--- src/rtl/calc_seq_ctrl.sv ---
// Token sequencer for the 8-bit calculator: drives A/B/result load enables,
// the shared operand bus and the ALU operator select from a keyed token stream.
module calc_seq_ctrl #(
    parameter int WIDTH = 8
) (
    input  logic             clk,
    input  logic             rst_n,
    input  logic             key_valid,
    output logic             key_ready,
    input  logic [1:0]       key_type,
    input  logic [WIDTH-1:0] key_data,
    output logic [WIDTH-1:0] operand_bus,
    output logic             sel_a_src,
    output logic             en_a,
    output logic             en_b,
    output logic             en_r,
    output logic [1:0]       alu_op,
    output logic             res_valid,
    output logic             err,
    output logic [2:0]       state_dbg
);

    localparam logic [2:0] S_IDLE  = 3'd0;
    localparam logic [2:0] S_GOT_A = 3'd1;
    localparam logic [2:0] S_GOT_OP = 3'd2;
    localparam logic [2:0] S_GOT_B = 3'd3;
    localparam logic [2:0] S_EXEC  = 3'd4;
    localparam logic [2:0] S_DONE  = 3'd5;

    localparam logic [1:0] K_OPND = 2'b00;
    localparam logic [1:0] K_OPER = 2'b01;
    localparam logic [1:0] K_EQ   = 2'b10;
    localparam logic [1:0] K_CLR  = 2'b11;

    logic [2:0]       state_q, state_d;
    logic [WIDTH-1:0] bus_q, bus_d;
    logic             sel_q, sel_d;
    logic             en_a_q, en_a_d;
    logic             en_b_q, en_b_d;
    logic [1:0]       op_q, op_d;
    logic             rv_q, rv_d;
    logic             err_q, err_d;
    logic             xfer;

    // EXEC is the only state that refuses tokens; en_r is decoded from it so
    // an asynchronous reset removes it immediately.
    assign en_r      = (state_q == S_EXEC);
    assign key_ready = ~en_r;
    assign xfer      = key_valid & key_ready;

    always_comb begin
        state_d = state_q;
        bus_d   = bus_q;
        sel_d   = 1'b0;
        en_a_d  = 1'b0;
        en_b_d  = 1'b0;
        op_d    = op_q;
        err_d   = err_q;
        rv_d    = (state_q == S_EXEC);
        if (state_q == S_EXEC) begin
            state_d = S_DONE;
        end else if (xfer) begin
            if (key_type == K_CLR) begin
                state_d = S_IDLE;
                err_d   = 1'b0;
            end else begin
                case (state_q)
                    S_IDLE: begin
                        if (key_type == K_OPND) begin
                            en_a_d  = 1'b1;
                            bus_d   = key_data;
                            state_d = S_GOT_A;
                        end else begin
                            err_d = 1'b1;
                        end
                    end
                    S_GOT_A: begin
                        if (key_type == K_OPND) begin
                            en_a_d = 1'b1;
                            bus_d  = key_data;
                        end else if (key_type == K_OPER) begin
                            op_d    = key_data[1:0];
                            state_d = S_GOT_OP;
                        end else begin
                            err_d = 1'b1;
                        end
                    end
                    S_GOT_OP: begin
                        if (key_type == K_OPND) begin
                            en_b_d  = 1'b1;
                            bus_d   = key_data;
                            state_d = S_GOT_B;
                        end else if (key_type == K_OPER) begin
                            op_d = key_data[1:0];
                        end else begin
                            err_d = 1'b1;
                        end
                    end
                    S_GOT_B: begin
                        if (key_type == K_OPND) begin
                            en_b_d = 1'b1;
                            bus_d  = key_data;
                        end else if (key_type == K_EQ) begin
                            state_d = S_EXEC;
                        end else begin
                            err_d = 1'b1;
                        end
                    end
                    S_DONE: begin
                        if (key_type == K_OPND) begin
                            en_a_d  = 1'b1;
                            bus_d   = key_data;
                            state_d = S_GOT_A;
                        end else if (key_type == K_OPER) begin
                            // chain: result register feeds A, bus left alone
                            en_a_d  = 1'b1;
                            sel_d   = 1'b1;
                            op_d    = key_data[1:0];
                            state_d = S_GOT_OP;
                        end else begin
                            state_d = S_EXEC;
                        end
                    end
                    default: state_d = S_IDLE;
                endcase
            end
        end
    end

    always_ff @(posedge clk or negedge rst_n) begin
        if (!rst_n) begin
            state_q <= S_IDLE;
            bus_q   <= '0;
            sel_q   <= 1'b0;
            en_a_q  <= 1'b0;
            en_b_q  <= 1'b0;
            op_q    <= 2'b00;
            rv_q    <= 1'b0;
            err_q   <= 1'b0;
        end else begin
            state_q <= state_d;
            bus_q   <= bus_d;
            sel_q   <= sel_d;
            en_a_q  <= en_a_d;
            en_b_q  <= en_b_d;
            op_q    <= op_d;
            rv_q    <= rv_d;
            err_q   <= err_d;
        end
    end

    assign operand_bus = bus_q;
    assign sel_a_src   = sel_q;
    assign en_a        = en_a_q;
    assign en_b        = en_b_q;
    assign alu_op      = op_q;
    assign res_valid   = rv_q;
    assign err         = err_q;
    assign state_dbg   = state_q;

endmodule

--- config.mk ---
export PLATFORM = sky130hd
export DESIGN_NAME = calc_seq_ctrl
export DESIGN_NICKNAME = d
export VERILOG_FILES = /design/src/rtl/calc_seq_ctrl.sv
export SDC_FILE = /design/constraint.sdc
export NUM_CORES = 1
export LEC_CHECK = 0
export ABC_CLOCK_PERIOD_IN_PS = 1660
export CAP_MARGIN = 15
export CORE_UTILIZATION = 40
export DETAILED_ROUTE_END_ITERATION = 8
export PLACE_DENSITY = 0.75
export SLEW_MARGIN = 20
export SYNTH_ARGS = -nofsm -noshare
export SYNTH_HDL_FRONTEND = slang
export SYNTH_SLANG_ARGS = --single-unit
--- constraint.sdc ---
create_clock -name clk -period 1.66 [get_ports clk]
set_clock_uncertainty 0.1 [all_clocks]
set_input_delay 0.332 -clock clk [delete_from_list [all_inputs] [get_ports clk]]
set_output_delay 0.332 -clock clk [all_outputs]
set_load 0.02 [all_outputs]
Word level (Yosys, flattened, before mapping)
Cells that the tools add are included.

storage, ports and cells
  flip-flop bits (word level) = 18
  input bits = 13
  output and inout port bits = 20
  logic and storage cells = 79

cells by class
  equal/unequal tests = 19
  muxes and demuxes = 35
  bitwise operators = 4
  reduce and logical (&&, ||, !) cells = 13

operator list
  kind                                                                   count
  3-bit 2-to-1 mux                                                       11
  4-bit inequality test, second input constant                           6
  1-bit 2-to-1 mux                                                       21
  3-bit inequality test, second input constant                           5
  3-bit case mux with 5 select lines                                     1
  8-bit AND reduction                                                    1
  7-bit AND reduction                                                    1
  3-bit by 2-bit equality test with 1-bit output, second input constant  2
  3-bit equality test, second input constant                             2
  6-bit AND reduction                                                    1
  2-bit OR reduction                                                     3
  5-bit AND reduction                                                    1
  5-bit OR reduction                                                     1
  2-bit equality test, second input constant                             2
  4-bit nonzero test                                                     1
  3-bit by 1-bit equality test with 1-bit output, second input constant  1
  3-bit logical NOT                                                      1
  1-bit inverter                                                         3
  1-bit case mux with 3 select lines                                     1
  3-bit OR reduction                                                     1
  2-bit by 1-bit equality test with 1-bit output, second input constant  1
  2-bit logical NOT                                                      1
  1-bit case mux with 2 select lines                                     1
  2-bit nonzero test                                                     1
  1-bit bitwise AND                                                      1

Depth between registers and ports, before layout
Gate-level depths: netlist (run 1).

  word-level depth = 7
  gate-level depth with buffers = 6
  depth with buffers taken out = 6

Worst setup path after synthesis (run 1)
Ideal clock, no wire load.

  kind = flip-flop to flip-flop
  from = register state_q[2] (netlist: state_dbg[2])
  to = register state_q[1] (netlist: state_dbg[1])
  library setup time = 0.125 ns
  data arrival time = 1.543 ns
  path slack = -0.108 ns
  cell stages (with the launch flop) = 7
  clock period less this slack = 1.768 ns
  cell sequence = dfrtp_1 > buf_4 > and2b_4 > nand2b_4 > inv_1 > o211ai_2 > mux2_4

on the way
  longest elaborated chain between the ends = 5

RTL lines
  what                           RTL line  text
  start: declaration             35        logic [2:0] state_q, state_d;
  start signal: assignment       141       state_q <= state_d;
  3-bit equality test            47        assign en_r = (state_q == S_EXEC);
  1-bit inverter (no line)       -
  net key_ready                  9         output logic key_ready,
  1-bit bitwise AND              49        assign xfer = key_valid & key_ready;
  2-bit nonzero test (no line)   -
  7-bit AND reduction (no line)  -

The timed path passes the listed nets, and every way through them passes these cells. The select of a mux whose other input is x is not followed.
A chain may end at the register's enable or synchronous reset.

Final worst setup path (run 1)
  from = input key_type[0]
  to = register bus_q[5] (netlist: operand_bus[5])

on the way
  longest elaborated chain between the ends = 3

RTL lines
  what                               RTL line  text
  start: declaration                 10        input logic [1:0] key_type,
  2-bit equality test                63        if (key_type == K_CLR) begin
  1-bit inverter (no line)           -
  5-bit AND reduction (no line) (*)  -
  end signal: assignment             142       bus_q <= bus_d;
  end: declaration                   36        logic [WIDTH-1:0] bus_q, bus_d;

Mark *: on every way between the ends. The rest lies on a longest branch, timed or not.

==> impl_metrics.tcl, run 1 <==
set metrics [dict create \
    worst_pin_slew_ps 214.2 \
    rows 17 \
    synth_compound_area_frac 0.1219 \
    gr-total-overflow 0 \
    core-area_um2 2276 \
    final_common_cell "dfrtp_1" \
    slowest_stage "mux2_2" \
    h-tree-depth 1 \
    portBuffers 32 \
    grt_pass1_vias 816 \
    critical-path-top-delay-family "buffers and inverters" \
    hp-class "in2async" \
    drt-total-wl_um 2110 \
    synthToLayoutAreaGrowth_pct 51.13 \
    first_pass_iters 2 \
    cp_max_fo 8 \
    dp_slack_ps -499.8 \
    layoutNonFillerInstCount 164 \
    die_w_um 51.90 \
    setup_slack_ps 49.34 \
    grt_pass1_wl_um 3339 \
    cp_num_buf_inv 2 \
    synth_nets 106 \
    vdd_ir_drop_max_mv 0.9494 \
    post-route-util 0.6614 \
    nets 156 \
    clock_latency_ps 280 \
    cts_hold_buf 0 \
    synth_cell_types 31 \
    power_leakage_nw 0.7582 \
    synth_warnings 0 \
    avgSynthCellArea_um2 11.45 \
    start_util 0.4376 \
    final_max_slew_viol_count 0 \
    ys_seq_elements 18 \
    final_antenna_net_count 0 \
    powerDensity_nw_per_um2 1599 \
    status "complete, no violations" \
    synthXorXnorAreaFrac 0.008794 \
    synth_fa_ha_area_frac 0.07538 \
    finalCritPeriodShare 0.9703 \
    hpwl_um 1607 \
    drt_iter0_markers 8 \
    path_clk_slew_ps 100 \
    placedCellCount 159 \
    crit_type "in2reg" \
    antenna_found_initial 0 \
    cts_tree "done" \
    syn_area_um2 996.0 \
    synth_top_family_by_area "simple AND/OR/NAND/NOR gates" \
    use_met3 0.02924 \
    arrival_ps 1680 \
    wl_per_cell_um 12.87 \
    grt_max_degree 19 \
    cts_root_buffer "clkbuf_4" \
    synthFlopType "dfrtp_1" \
    fin_area_um2 1505 \
    dieArea_um2 2694 \
    rsz0062_at_grt "false" \
    die_y_um 51.90 \
    routed_via_density 5.049 \
    crit_chain "dlygate4sd2_1 > ha_2 > and2b_1 > nand2_1 > a21oi_4 > buf_12 > mux2_2" \
    final_cell_mix "18 x dfrtp_1, 16 x dlygate4sd2_1, 16 x buf_4" \
    synth_edf_count 0 \
    drc_errors 0 \
    drive_gt1_frac 0.3309 \
    place_area_um2 1466 \
    ios 33 \
    grt_use_met1 0.1769 \
    grtUsageMet2 0.3205 \
    clock.fmax_ghz 0.6209 \
    place_congestion 0.8662 \
    maxCapViolCount 0 \
    nFillCells 195 \
    setup_viol 0 \
    synthMuxAreaShare 0.1382 \
    hold_viol_final 0 \
    synthCells 87 \
    cts.sinks 18 \
    cts_buffers 3 \
    cts_buffer_depth 2 \
    seq_area_frac_synth 0.4523 \
    slew_headroom 0.8557 \
    diodes 0 \
    synthSimpleGateAreaFrac 0.1570 \
    busiest_layer "met2" \
    ys_async_sr_fraction 1.000 \
    grt.total_usage 0.1639 \
    cp-start-kind "input port" \
    end_kind "flip-flop" \
    dr_total_vias 828 \
    min_period_ps 1611 \
    crit_required_ps 1730 \
    cpPeakStageDelay_ps 320 \
]
## worst paths after layout
path | from | end | slack, ps | depth (start not counted)
min | rst_n | operand_bus[6] | 270 | 2
min in group clk | operand_bus[5] | operand_bus[5] | 410 | 1
max | key_type[0] | operand_bus[5] | 50 | 7
max reg2reg | state_dbg[1] | operand_bus[5] | 90 | 5
max in group asynchronous | rst_n | operand_bus[0] | 1000 | 2
min reg2reg | operand_bus[5] | operand_bus[5] | 410 | 1
## synth_stat cells (2+ instances only)
cell type / count / area, µm²
nor3_1: 2 / 10.01
nand2_1: 4 / 15.01
a21oi_1: 6 / 30.03
mux2_2: 10 / 112.6
ha_1: 6 / 75.07
o21ai_0: 3 / 15.01
nand3b_1: 2 / 15.01
dfrtp_1: 18 / 450.4
and3_1: 2 / 12.51
buf_4: 2 / 15.01
a41oi_1: 2 / 17.52
inv_1: 4 / 15.01
nor2_1: 5 / 18.77
nand2b_1: 3 / 18.77
o211ai_2: 2 / 25.02
## final cells by class
class                           instances  area, µm²  share of cell area
Clock buffer                            4      36.28             0.02411
Inverter                                4      15.01            0.009975
Multi-Input combinational cell         61      526.8              0.3500
Sequential cell                        18      450.4              0.2993
Tap cell                               28      35.03             0.02328
Timing Repair Buffer                   49      441.7              0.2934
## worst reg2reg max path, delay by kind of cell, from the launching register on
kind,cells,cell delay [ps]
simple gates,1,170
compound gates,1,170
buf+inv,2,310
flops,1,380
mux,1,330
## layer usage
layer,share of wire,routed length (µm),up-vias
li1,-,-,403
met1,0.41,869,397
met2,0.52,1090,26
met3,0.062,131,2
met4,0.0090,19,0
met5,0,0,-
## power breakdown
group	internal [W]	switching [W]
combinational	0.000693	0.000752
sequential	0.000622	0.0000812
clock	0.000133	0.000125
total	0.00145	0.000958
## flip-flops by register name, indices dropped and copies added, names as in the netlist
name,flops
operand_bus,8
state_dbg,3
alu_op,2
en_a,1
en_b,1
err,1
res_valid,1
sel_a_src,1
## stage by stage
step                      power, W  hold WS [ps]  setup TNS [ps]
after floorplan           0.001593        -63.59          -154.8
after global placement    0.002216         389.4           -6143
after CTS                 0.002372         266.6               0
after detailed placement  0.002249         394.7           -6969
after global routing      0.002557         268.6               0
final                     0.002406         266.8               0
## timing repair
item                                    4_1_cts  5_1_grt
endpoints found under the setup margin       32       14
buffers inserted                              0        1
gates resized for setup                      30        6
## cells by family after synthesis
| kind of cell | after synthesis |
|---|---|
| adder cells (fa/ha/maj) | 6 |
| flip-flops | 18 |
| AO/OA/AOI/OAI | 16 |
| XOR/XNOR | 1 |
| AND/OR/NAND/NOR | 26 |
| buffers and inverters | 8 |
| multiplexers | 12 |
(Power assumes the default switching activity.)
==> run 2: changes to the inputs <==
--- a/config.mk
+++ b/config.mk
@@ -9,6 +9,7 @@
 export CAP_MARGIN = 15
 export CORE_UTILIZATION = 40
 export DETAILED_ROUTE_END_ITERATION = 8
+export HOLD_SLACK_MARGIN = 0.05
 export PLACE_DENSITY = 0.75
 export SLEW_MARGIN = 20
 export SYNTH_ARGS = -nofsm -noshare
==> results of run 2 <==
The final DEF is identical to that of run 1; final timing and power are the same.
